`config.mk`:
```
export PLATFORM = sky130hd
export DESIGN_NAME = bcd_timer
export DESIGN_NICKNAME = d
export VERILOG_FILES = /design/src/rtl/bcd_timer.sv
export SDC_FILE = /design/constraint.sdc
export NUM_CORES = 1
export LEC_CHECK = 0
export BUFFER_PORTS_ARGS = -buffer_cell sky130_fd_sc_hd__buf_4
export CAP_MARGIN = 20
export CELL_PAD_IN_SITES_DETAIL_PLACEMENT = 0
export CELL_PAD_IN_SITES_GLOBAL_PLACEMENT = 1
export CORE_MARGIN = 4
export CORE_UTILIZATION = 30
export DETAILED_ROUTE_END_ITERATION = 8
export PLACE_DENSITY = 0.65
export RECOVER_POWER = 100
export SYNTH_ARGS = -nofsm -noshare
export SYNTH_HDL_FRONTEND = slang
export SYNTH_SLANG_ARGS = --single-unit
```
`constraint.sdc`:
```
create_clock -name clk -period 3.8 [get_ports clk]
set_input_delay 0.38 -clock clk [delete_from_list [all_inputs] [get_ports clk]]
set_output_delay 0.38 -clock clk [all_outputs]
set_load 0.03 [all_outputs]
```
`src/rtl/bcd_timer.sv`:
```
// BCD countdown/stopwatch timer: synchronised button edges, built-in tick prescaler,
// and a four-state controller that drives the display value and the alarm.
module bcd_timer #(
  parameter int DIGITS   = 4,
  parameter int TICK_DIV = 500000
) (
  input  logic                clk,
  input  logic                rst,
  input  logic                set,
  input  logic                start,
  input  logic                mode,
  input  logic [4*DIGITS-1:0] preset,
  output logic [4*DIGITS-1:0] Q,
  output logic                alarm,
  output logic                running
);

  // state | meaning
  // IDLE  | holding Q, waiting for set/start
  // RUN   | prescaler advancing, Q steps on each tick
  // PAUSE | Q and prescaler frozen
  // DONE  | Q frozen at terminal value, alarm high

  localparam int W  = 4 * DIGITS;
  localparam int PW = $clog2(TICK_DIV);
  localparam logic [PW-1:0] PRE_LAST = PW'(TICK_DIV - 1);
  localparam logic [W-1:0]  NINES    = {DIGITS{4'h9}};

  typedef enum logic [1:0] {IDLE, RUN, PAUSE, DONE} state_t;

  state_t        state;
  logic [PW-1:0] presc;
  logic          mode_l;
  logic [1:0]    set_sync, start_sync;
  logic          set_d, start_d, set_p, start_p;
  logic [W-1:0]  q_inc, q_dec, q_load;

  function automatic logic [W-1:0] bcd_clamp(input logic [W-1:0] v);
    logic [W-1:0] r;
    r = v;
    for (int i = 0; i < DIGITS; i++)
      if (v[4*i +: 4] > 4'd9) r[4*i +: 4] = 4'd9;
    return r;
  endfunction

  function automatic logic [W-1:0] bcd_dec(input logic [W-1:0] v);
    logic [W-1:0] r;
    logic         borrow;
    r      = v;
    borrow = 1'b1;
    for (int i = 0; i < DIGITS; i++) begin
      if (borrow) begin
        if (v[4*i +: 4] == 4'd0) r[4*i +: 4] = 4'd9;
        else begin
          r[4*i +: 4] = v[4*i +: 4] - 4'd1;
          borrow      = 1'b0;
        end
      end
    end
    return r;
  endfunction

  function automatic logic [W-1:0] bcd_inc(input logic [W-1:0] v);
    logic [W-1:0] r;
    logic         carry;
    r     = v;
    carry = 1'b1;
    for (int i = 0; i < DIGITS; i++) begin
      if (carry) begin
        if (v[4*i +: 4] >= 4'd9) r[4*i +: 4] = 4'd0;
        else begin
          r[4*i +: 4] = v[4*i +: 4] + 4'd1;
          carry       = 1'b0;
        end
      end
    end
    return r;
  endfunction

  always_comb begin
    q_inc  = bcd_inc(Q);
    q_dec  = bcd_dec(Q);
    q_load = bcd_clamp(preset);
  end

  // Two-flop synchroniser followed by a registered rising-edge pulse.
  always_ff @(posedge clk or posedge rst) begin
    if (rst) begin
      set_sync   <= '0;
      start_sync <= '0;
      set_d      <= 1'b0;
      start_d    <= 1'b0;
      set_p      <= 1'b0;
      start_p    <= 1'b0;
    end else begin
      set_sync   <= {set_sync[0], set};
      start_sync <= {start_sync[0], start};
      set_d      <= set_sync[1];
      start_d    <= start_sync[1];
      set_p      <= set_sync[1] & ~set_d;
      start_p    <= start_sync[1] & ~start_d;
    end
  end

  always_ff @(posedge clk or posedge rst) begin
    if (rst) begin
      state   <= IDLE;
      Q       <= '0;
      alarm   <= 1'b0;
      running <= 1'b0;
      presc   <= '0;
      mode_l  <= 1'b0;
    end else begin
      case (state)
        IDLE: begin
          if (set_p) begin
            Q     <= q_load;
            presc <= '0;
          end else if (start_p && (mode || Q != '0)) begin
            state   <= RUN;
            running <= 1'b1;
            mode_l  <= mode;
            presc   <= '0;
          end
        end
        RUN: begin
          // set is ignored here; a pause request wins over a coincident tick
          if (start_p) begin
            state   <= PAUSE;
            running <= 1'b0;
          end else if (presc == PRE_LAST) begin
            presc <= '0;
            if (mode_l) begin
              if (Q != NINES) Q <= q_inc;
              if (Q == NINES || q_inc == NINES) begin
                state   <= DONE;
                running <= 1'b0;
                alarm   <= 1'b1;
              end
            end else begin
              Q <= q_dec;
              if (q_dec == '0) begin
                state   <= DONE;
                running <= 1'b0;
                alarm   <= 1'b1;
              end
            end
          end else begin
            presc <= presc + 1'b1;
          end
        end
        PAUSE: begin
          if (set_p) begin
            Q     <= q_load;
            presc <= '0;
            state <= IDLE;
          end else if (start_p) begin
            state   <= RUN;
            running <= 1'b1;
          end
        end
        DONE: begin
          if (set_p) begin
            Q     <= q_load;
            presc <= '0;
            state <= IDLE;
            alarm <= 1'b0;
          end else if (start_p) begin
            state <= IDLE;
            alarm <= 1'b0;
          end
        end
        default: state <= IDLE;
      endcase
    end
  end

endmodule

```
==> run summary, run 1 <==
outcome: finished with violations
violated checks: capacitance limit, slew limit
Core Rows: 40
share of cells above drive strength 1: 11.6%
Worst Hold Slack: 0.171 ns
H-tree depth: 2
met1 wire length: 5.08 mm
Finished Layout Cells: 622
max incr delay on CP: 0.56 ns
post-synthesis instance total: 447
EDFF count, synth: 0
setup bufs post-CTS: 0
setup TNS: 0 ns
post-synth net total: 482
Die Wd: 119 um
P per Cell Area: 622 nW/um^2
sequential share of the synthesized area: 32.8%
hold buffer count at CTS: 0
Root Driver: clkbuf_16
WL met2: 4.98 mm
Synth Register Bits: 48
layout overhead on the synthesized area: 12.6%
mean routed wirelength per cell: 17.1 um
Critical path buffers and inverters: 1
CP top delay family: simple AND/OR/NAND/NOR gates
Slew Viols, Final: 34
ys async rst share: 100%
top sig layer: met4
Worst slew margin: -22.8%
Ys Warns: 0
maxcap violations: 1
Leak Pwr: 1.63 nW
WP data required: 4.04 ns
vias in the first global route: 3388
met3 wire len: 431 um
Die ar.: 14100 sq um
multi-input logic area: 2230 sq um
hpwl dp: 7.59 mm
average size of a mapped cell: 8.20 sq um
overall power: 2.57 mW
Crit. End Element: flip-flop
total track usage: 15.4%
Seq. cell area: 1200 sq um
post-cts sizing count: 0
crit-path cells: inv_1 -> ha_1 -> or3b_1 -> nor3_1 -> a21o_1 -> or4b_1 -> o311ai_2 -> a31o_2
RSZ-0062 raised after global routing: no
via count: 3494
first-pass GRT wire length: 17.8 mm
worst vdd ir: 0.000203 V
io pins: 39
Detail Route Antenna Nets: 0
Startpoint Class: flip-flop
initial antenna violation count: 0
final WL: 10.6 mm
clock buffer depth: 2
Hold Path Class: in -> async
Final Setup Violations: 0
DRC Markers: 0
Hold Vio Cnt, Final: 0
total placed cells including tap cells: 614
CP Class: reg -> reg
Initial Util: 30.5%
skew final: 0.0110 ns
CTS tree: done
mapped cell area: 3670 sq um
residual overflow from global routing: 0
CP arrival: 3.55 ns
Die Y: 119 um
# diodes: 0
post-route setup slack: 0.482 ns
Core Footprint: 12000 sq um
drt pass-1 iters: 4
pre-CTS setup slack: 0.751 ns
Layout fillers: 1292
CTS Buf Count: 5
FMAX: 0.301 GHz
worst skew pair latency: 0.30 ns
top_reg_cell synth: dfrtp_1
GP Congestion: 0.865
Clk pin slew, worst setup/hold paths: 0.08 ns
# clock sinks: 48
minimum clock period: 3.32 ns
largest net degree at the start of global routing: 34
Port-buffer cells: 38
post-synth cell types: 68
nets: 509
Worst-Margin Slew: 1.84 ns
Vias/cell: 5.62
DR iter-0 viols: 230
fin crit share: 87.3%
Max FO, Critical Path: 10
Slowest-stage cell, CP: nor3_1
through the flow:
step           util (%)  instance area [sq um]
6_report           34.4                   4130
5_1_grt            34.4                   4130
4_1_cts            35.4                   4250
3_5_place_dp       34.1                   4100
3_3_place_gp       34.1                   4100
2_1_floorplan         -                   3670
state kept, by name, indices dropped and copies added, names as in the netlist:
name	count
mode_l	1
set_p	1
running	1
state	2
alarm	1
Q	16
start_p	1
presc	19
start_d	1
set_d	1
set_sync	2
start_sync	2
final cells by class:
| cell class | instances | area share, % |
|---|---|---|
| clock buffer | 6 | 3.36 |
| clock inverter | 2 | 0.364 |
| inverter | 21 | 1.91 |
| multi-input combinational | 350 | 54.1 |
| sequential | 48 | 29.1 |
| tap | 147 | 4.45 |
| timing repair buffer | 48 | 6.73 |
placed cells by master (no fill, tap or decap), types with 5 or more instances in the layout:
cell       synthesis  final
clkbuf_1          20     22
nor3_1             6      7
inv_1             21     21
dfrtp_1           48     48
ha_1              14     14
o21ai_1           11      7
o31ai_1            7      6
or4_1              7      7
nor4_1             7      7
a31oi_1            8      8
a21o_1             6      6
nor2_1            35     36
o21ai_0           39     43
nor2b_1            8      7
buf_4              0     23
nand2b_1           5      5
a21oi_1           18     18
or3b_2             6      6
o211ai_1           6      6
nand3_1           17     17
nand4_1            9      9
a211oi_1           5      5
nor4b_1            5      5
nand2_1           50     50
nor3b_1           10     10
clkbuf_16          0      5
power by group:
group | switching (mW) | internal, mW | leakage, nW
sequential | 0.239 | 0.599 | 0.615
combinational | 0.797 | 0.456 | 0.949
clock | 0.216 | 0.263 | 0.0691
cells by family after synthesis:
group | count (synthesis) | share of synthesized area (%)
AO/OA/AOI/OAI | 139 | 25.5
AND/OR/NAND/NOR | 189 | 28.5
adder cells (fa/ha/maj) | 14 | 4.78
buffers and inverters | 49 | 5.63
XOR/XNOR | 2 | 0.478
multiplexers | 6 | 2.35
flip-flops | 48 | 32.8
cells in the mapped netlist, drive strengths merged, types with 6 or more instances:
master	n	area share, %
ha	14	4.8
or3b	8	1.9
nor4	8	1.8
nand2	50	5.1
nor2b	8	1.4
buf	8	1.4
inv	21	2.1
nand3	17	2.3
o21ai	50	6.8
nor2	36	3.8
dfrtp	48	33
or4	8	1.7
nand4	9	1.5
a21oi	18	2.5
a21o	6	1.2
nor3	7	1.3
clkbuf	20	2.0
nor3b	10	2.0
a31oi	8	1.4
o211ai	6	1.2
o31ai	7	1.4
path summary, 6_finish.rpt:
kind                       cells past startpoint           to  slack, ns   startpoint
min in group clk                               1  set_sync[0]       0.21          set
hold / removal                                 2         Q[1]       0.17          rst
max in group asynchronous                      3        Q[10]       1.48          rst
setup reg to reg                               8        alarm       0.48         Q[0]
setup / recovery                               8        alarm       0.48         Q[0]
hold reg to reg                                0  set_sync[1]       0.36  set_sync[0]
per-layer routing:
layer	GRT usage (%)	up-vias
met2	24.9	78
met4	3.91	0
li1	-	1711
met1	21.1	1692
met3	2.87	13
met5	0	-
Power figures use the tool's default switching activity.
==> run 2, diff against run 1 <==
Settings changed: CELL_PAD_IN_SITES_DETAIL_PLACEMENT 0 to 1.
==> run 2 against run 1 <==
The run still ends with capacitance limit, slew limit left. Utilization rose by 0.49 points. Non-clock buffer count is the same. Register-to-register slack improved by 0.16 ns. Combinational power increased by 3%. Design area up 1.4%. Total power up 4.1%. Global-route usage grew 1.3 points. Setup slack improved by 0.16 ns. Hold slack improved by 0.0020 ns. Via count increased by 0.83%. First-iteration DRC count shrank 34%. Sequential cell count unchanged. Largest cell class unchanged.
==> run summary, run 2 (same netlist as run 1, synthesis figures left out) <==
total placed cells including tap cells: 614 (unchanged)
cells on worst reg2reg path: 8 (unchanged)
Worst-Margin Slew: 1.88 ns (was 1.84 ns)
Crit. End Element: flip-flop (unchanged)
Finished Layout Cells: 622 (unchanged)
Startpoint Class: flip-flop (unchanged)
Slowest-stage cell, CP: or3b_1 (was nor3_1)
Vias/cell: 5.66 (was 5.62)
CP top delay family: simple AND/OR/NAND/NOR gates (unchanged)
vias in the first global route: 3649 (was 3388)
post-cts sizing count: 0 (unchanged)
Switch Pwr: 1.28 mW (was 1.25 mW)
GP Congestion: 0.865 (unchanged)
worst skew pair latency: 0.30 ns (about the same)
RR Startpoint: Q[0] (unchanged)
Sw Share: 47.9% (was 48.7%)
Die Y: 119 um (unchanged)
layout overhead on the synthesized area: 14.2% (was 12.6%)
P per Cell Area: 638 nW/um^2 (was 622 nW/um^2)
Initial Util: 30.5% (unchanged)
# diodes: 0 (unchanged)
commonest cells after routing, fill and taps aside: 50 x nand2_1, 48 x dfrtp_1, 43 x o21ai_0 (unchanged)
Internal: 1.39 mW (was 1.32 mW)
Core Footprint: 12000 sq um (unchanged)
H-tree depth: 2 (unchanged)
crit-path cells: inv_1 -> ha_1 -> or3b_1 -> nor4_1 -> xor2_1 -> or4b_1 -> o311a_1 -> o22a_1 (was inv_1 -> ha_1 -> or3b_1 -> nor3_1 -> a21o_1 -> or4b_1 -> o311ai_2 -> a31o_2)
hold buffer count at CTS: 0 (unchanged)
Clk pwr share: 20.4% (was 18.6%)
Hold Vio Cnt, Final: 0 (unchanged)
violated checks: capacitance limit, slew limit (unchanged)
drt pass-1 iters: 4 (unchanged)
flip-flop count of the largest register after layout: 19 (unchanged)
total track usage: 16.6% (was 15.4%)
residual overflow from global routing: 0 (unchanged)
Die ar.: 14100 sq um (unchanged)
Detail Route Antenna Nets: 0 (unchanged)
mean routed wirelength per cell: 18.4 um (was 17.1 um)
final WL: 11.4 mm (was 10.6 mm)
worst reg2reg endpoint: running (was alarm)
Port-buffer cells: 38 (unchanged)
WP data required: 3.99 ns (was 4.04 ns)
Leak Pwr: 1.68 nW (was 1.63 nW)
via count: 3523 (was 3494)
Root Driver: clkbuf_16 (unchanged)
worst vdd ir: 0.000157 V (was 0.000203 V)
setup bufs post-CTS: 0 (unchanged)
max incr delay on CP: 0.57 ns (was 0.56 ns)
fin crit share: 83.2% (was 87.3%)
largest registers: presc x19, Q x16 (unchanged)
Max FO, Critical Path: 10 (unchanged)
Critical path buffers and inverters: 1 (unchanged)
hpwl dp: 8.24 mm (was 7.59 mm)
reg-to-reg setup timing slack: 0.64 ns (was 0.48 ns)
clock buffer depth: 2 (unchanged)
largest net degree at the start of global routing: 34 (unchanged)
CP Class: reg -> reg (unchanged)
DR iter-0 viols: 151 (was 230)
Die Wd: 119 um (unchanged)
Slew Viols, Final: 34 (unchanged)
minimum clock period: 3.16 ns (was 3.32 ns)
share of cells above drive strength 1: 12.2% (was 11.6%)
Core Rows: 40 (unchanged)
RSZ-0062 raised after global routing: no (unchanged)
share of power burned in registers: 31.2% (was 32.6%)
outcome: finished with violations (unchanged)
initial antenna violation count: 0 (unchanged)
io pins: 39 (unchanged)
Worst slew margin: -25.4% (was -22.8%)
first-pass GRT wire length: 19.4 mm (was 17.8 mm)
Hold Path Class: in -> async (unchanged)
setup TNS: 0 ns (unchanged)
Top reg by flops: presc (unchanged)
Comb power frac: 48.4% (was 48.8%)
nets: 509 (unchanged)
commonest non-fill, non-tap cell in the layout: nand2_1 (unchanged)
Final Setup Violations: 0 (unchanged)
DRC Markers: 0 (unchanged)
Clk pin slew, worst setup/hold paths: 0.07 ns (was 0.08 ns)
CP arrival: 3.35 ns (was 3.55 ns)
maxcap violations: 1 (unchanged)
# clock sinks: 48 (unchanged)
FMAX: 0.316 GHz (was 0.301 GHz)
CTS Buf Count: 5 (unchanged)
skew final: 0.00577 ns (was 0.0110 ns)
CTS tree: done (unchanged)
==> run 2: changes by cell type in the layout (fill, tap and decap cells not counted), sizes merged <==
cell,delta
clkinvlp,-2
clkbuf,-2
clkinv,+1
buf,+2
bufinv,+1
==> run 2: area by class of cell <==
cell class                      instances  area (sq um)
Fill cell                            1462          7820
Multi-Input combinational cell        350          2260
Sequential cell                        48          1200
Timing Repair Buffer                   48           285
Tap cell                              147           184
Clock buffer                            6           139
Inverter                               21          78.8
Clock inverter                          2          38.8
==> run 2: power by group through the flow <==
| stage | Sequential, mW | Combinational, mW | Clock (mW) |
|---|---|---|---|
| global placement | 0.842 | 1.33 | 0 |
| floorplan | 0.850 | 0.893 | 0 |
| finish | 0.835 | 1.29 | 0.546 |
| CTS | 0.838 | 1.36 | 0.566 |
| detailed placement | 0.848 | 1.35 | 0 |
| global route | 0.863 | 1.43 | 0.581 |
==> run 2: worst reg2reg max path, cell delays in order (launching register included) <==
cell     delay (ns)
dfrtp_1        0.47
inv_1          0.16
ha_1           0.33
or3b_1         0.57
nor4_1         0.32
xor2_1         0.15
or4b_1         0.57
o311a_1        0.32
o22a_1         0.16
==> run 2: worst max-delay path by stage <==
stage,startpoint,endpoint,slack (ns),cells after the start
after global routing,Q[0],alarm,0.50,8
final,Q[0],running,0.64,8
after CTS,Q[0],running,0.65,8
after floorplan,Q[0],running,0.92,9
after global placement,Q[0],running,0.81,8
after detailed placement,Q[0],running,0.67,8
==> run 2: metal layers <==
metal,track usage [%],routed length [um]
met1,22.3,5280
met2,27.7,5540
met3,2.78,415
met4,4.63,199
met5,0,0
==> run 2: metrics by stage <==
step / utilization [%] / setup WS (ns) / power, mW / instance area (sq um) / hold slack (ns)
floorplan: - / 0.921 / 1.74 / 3670 / 0.331
global placement: 34.1 / 0.814 / 2.18 / 4100 / 0.334
detailed placement: 34.1 / 0.665 / 2.20 / 4100 / 0.348
CTS: 35.6 / 0.653 / 2.76 / 4280 / 0.0713
global route: 34.9 / 0.495 / 2.87 / 4190 / 0.199
finish: 34.9 / 0.639 / 2.67 / 4190 / 0.173
==> run 3, diff against run 2 <==
Settings changed: PLACE_DENSITY 0.65 to 0.67.
Clock period 3.8 ns to 2.7 ns, I/O delays scaled along.
==> run 3 against run 2 <==
Setup slack worse by 0.57 ns. Critical path type unchanged. The run now ends clean. Sequential share of layout area down 2.0 points. Critical endpoint unchanged. Combinational power is 82% higher. Sequential cell count unchanged.
==> run summary, run 3 (same netlist as run 1, synthesis figures left out) <==
outcome: finished clean (was finished with violations)
CP top delay family: simple AND/OR/NAND/NOR gates (unchanged)
share of cells above drive strength 1: 22.9% (was 12.2%)
Startpoint Class: flip-flop (unchanged)
GP Congestion: 0.860 (was 0.865)
layout overhead on the synthesized area: 23.5% (was 14.2%)
Max FO, Critical Path: 7 (was 10)
max incr delay on CP: 0.56 ns (was 0.57 ns)
io pins: 39 (unchanged)
maxcap violations: 0 (was 1)
Crit. End Element: flip-flop (unchanged)
Clk pwr share: 16.8% (was 20.4%)
share of power burned in registers: 24.8% (was 31.2%)
worst skew pair latency: 0.30 ns (about the same)
worst reg2reg endpoint: running (unchanged)
Port-buffer cells: 38 (unchanged)
Worst slew margin: 14.8% (was -25.4%)
# diodes: 0 (unchanged)
Core Rows: 40 (unchanged)
Critical path buffers and inverters: 1 (unchanged)
Die ar.: 14100 sq um (unchanged)
via count: 3677 (was 3523)
RSZ-0062 raised after global routing: yes (was no)
Core Footprint: 12000 sq um (unchanged)
hold path depth: 1
reg-to-reg setup timing slack: 0.07 ns (was 0.64 ns)
Final Setup Violations: 0 (unchanged)
HP Start: set
Switch Pwr: 1.89 mW (was 1.28 mW)
cells on worst reg2reg path: 8 (unchanged)
largest registers: presc x19, Q x16 (unchanged)
Initial Util: 30.5% (unchanged)
Root Driver: clkbuf_16 (unchanged)
CTS tree: done (unchanged)
DRC Markers: 0 (unchanged)
FMAX: 0.380 GHz (was 0.316 GHz)
hold buffer count at CTS: 0 (unchanged)
initial antenna violation count: 0 (unchanged)
fin crit share: 97.5% (was 83.2%)
CP arrival: 2.81 ns (was 3.35 ns)
skew final: 0.0106 ns (was 0.00577 ns)
# clock sinks: 48 (unchanged)
Top reg by flops: presc (unchanged)
drt pass-1 iters: 4 (unchanged)
flip-flop count of the largest register after layout: 19 (unchanged)
Leak Pwr: 1.86 nW (was 1.68 nW)
CP Class: reg -> reg (unchanged)
final WL: 11.8 mm (was 11.4 mm)
Hold Vio Cnt, Final: 0 (unchanged)
total track usage: 17.1% (was 16.6%)
setup TNS: 0 ns (unchanged)
commonest non-fill, non-tap cell in the layout: buf_4 (was nand2_1)
nets: 544 (was 509)
Hold Path Sink: set_sync[0]
commonest cells after routing, fill and taps aside: 58 x buf_4, 50 x nand2_1, 42 x dfrtp_1, 42 x o21ai_0, 35 x nor2_1 (was 50 x nand2_1, 48 x dfrtp_1, 43 x o21ai_0)
Sw Share: 47.0% (was 47.9%)
setup bufs post-CTS: 0 (unchanged)
crit-path cells: inv_1 -> ha_4 -> or3b_4 -> nor4_2 -> xor2_1 -> or4b_4 -> o311a_1 -> o22a_1 (was inv_1 -> ha_1 -> or3b_1 -> nor4_1 -> xor2_1 -> or4b_1 -> o311a_1 -> o22a_1)
first-pass GRT wire length: 19.8 mm (was 19.4 mm)
Vias/cell: 5.60 (was 5.66)
Hold Path Class: in -> reg (was in -> async)
P per Cell Area: 887 nW/um^2 (was 638 nW/um^2)
Slowest-stage cell, CP: or4b_4 (was or3b_1)
hpwl dp: 8.71 mm (was 8.24 mm)
Slew Viols, Final: 0 (was 34)
clock buffer depth: 2 (unchanged)
dpl cell area: 4420 sq um (was 4100 sq um)
Final Cell Area: 4530 sq um (was 4190 sq um)
Clk pin slew, worst setup/hold paths: 0.07 ns (about the same)
RR Startpoint: Q[1] (was Q[0])
H-tree depth: 2 (unchanged)
WP data required: 2.88 ns (was 3.99 ns)
Detail Route Antenna Nets: 0 (unchanged)
worst vdd ir: 0.000245 V (was 0.000157 V)
Internal: 2.13 mW (was 1.39 mW)
Worst-Margin Slew: 1.28 ns (was 1.88 ns)
CTS Buf Count: 5 (unchanged)
residual overflow from global routing: 0 (unchanged)
mean routed wirelength per cell: 18.0 um (was 18.4 um)
minimum clock period: 2.63 ns (was 3.16 ns)
Die Wd: 119 um (unchanged)
DR iter-0 viols: 175 (was 151)
largest net degree at the start of global routing: 49 (was 34)
vias in the first global route: 3794 (was 3649)
Comb power frac: 58.4% (was 48.4%)
Die Y: 119 um (unchanged)
[run 3: cell count changes in the layout (fill, tap and decap cells not counted), sizes merged]
cell      change
buf          +35
bufinv        -1
clkinv        -1
clkinvlp      +2
[run 3: cell type report]
| type | instances | area [sq um] |
|---|---|---|
| Timing Repair Buffer | 83 | 578 |
| Clock buffer | 6 | 139 |
| Fill cell | 1443 | 7480 |
| Multi-Input combinational cell | 350 | 2330 |
| Tap cell | 147 | 184 |
| Inverter | 21 | 78.8 |
| Clock inverter | 2 | 15.0 |
| Sequential cell | 48 | 1210 |
[run 3: routing by layer]
metal	part of all wire, %	up-vias	track usage [%]
li1	-	1785	-
met1	44	1823	21.7
met2	52	58	29.8
met3	3.5	11	3.49
met4	1.0	0	4.13
met5	0	-	0
[run 3: worst max-delay path by stage]
stage	end	slack, ns	startpoint	cells past startpoint
after floorplan	running	-0.02	Q[4]	9
after global placement	running	0.10	Q[1]	8
after detailed placement	running	-0.006	Q[1]	8
after CTS	running	0.03	Q[1]	9
after global routing	running	-0.03	Q[1]	8
final	running	0.07	Q[1]	8
[run 3: power groups by stage]
stage / Combinational [mW] / Sequential (mW) / Clock, mW
final: 2.35 / 0.995 / 0.674
after global placement: 2.35 / 1.00 / 0
after floorplan: 1.30 / 1.21 / 0
after CTS: 2.42 / 0.996 / 0.696
after global routing: 2.57 / 1.01 / 0.738
after detailed placement: 2.40 / 1.01 / 0
[run 3: what timing repair did]
| action | in CTS | in global routing |
|---|---|---|
| pin swaps | 0 | 1 |
| endpoints found under the setup margin | 1 | 4 |
| gates resized for setup | 1 | 4 |
[run 3: stage by stage]
step | total power, mW | cells | utilization, % | hold WS, ns | worst slack [ns]
floorplan | 2.51 | 447 | - | 0.301 | -0.0176
global placement | 3.36 | 649 | 36.8 | 0.335 | 0.103
detailed placement | 3.41 | 649 | 36.8 | 0.336 | -0.00624
CTS | 4.11 | 657 | 38.1 | 0.0735 | 0.0267
global route | 4.33 | 657 | 37.7 | 0.0808 | -0.0287
finish | 4.02 | 657 | 37.7 | 0.0997 | 0.0680
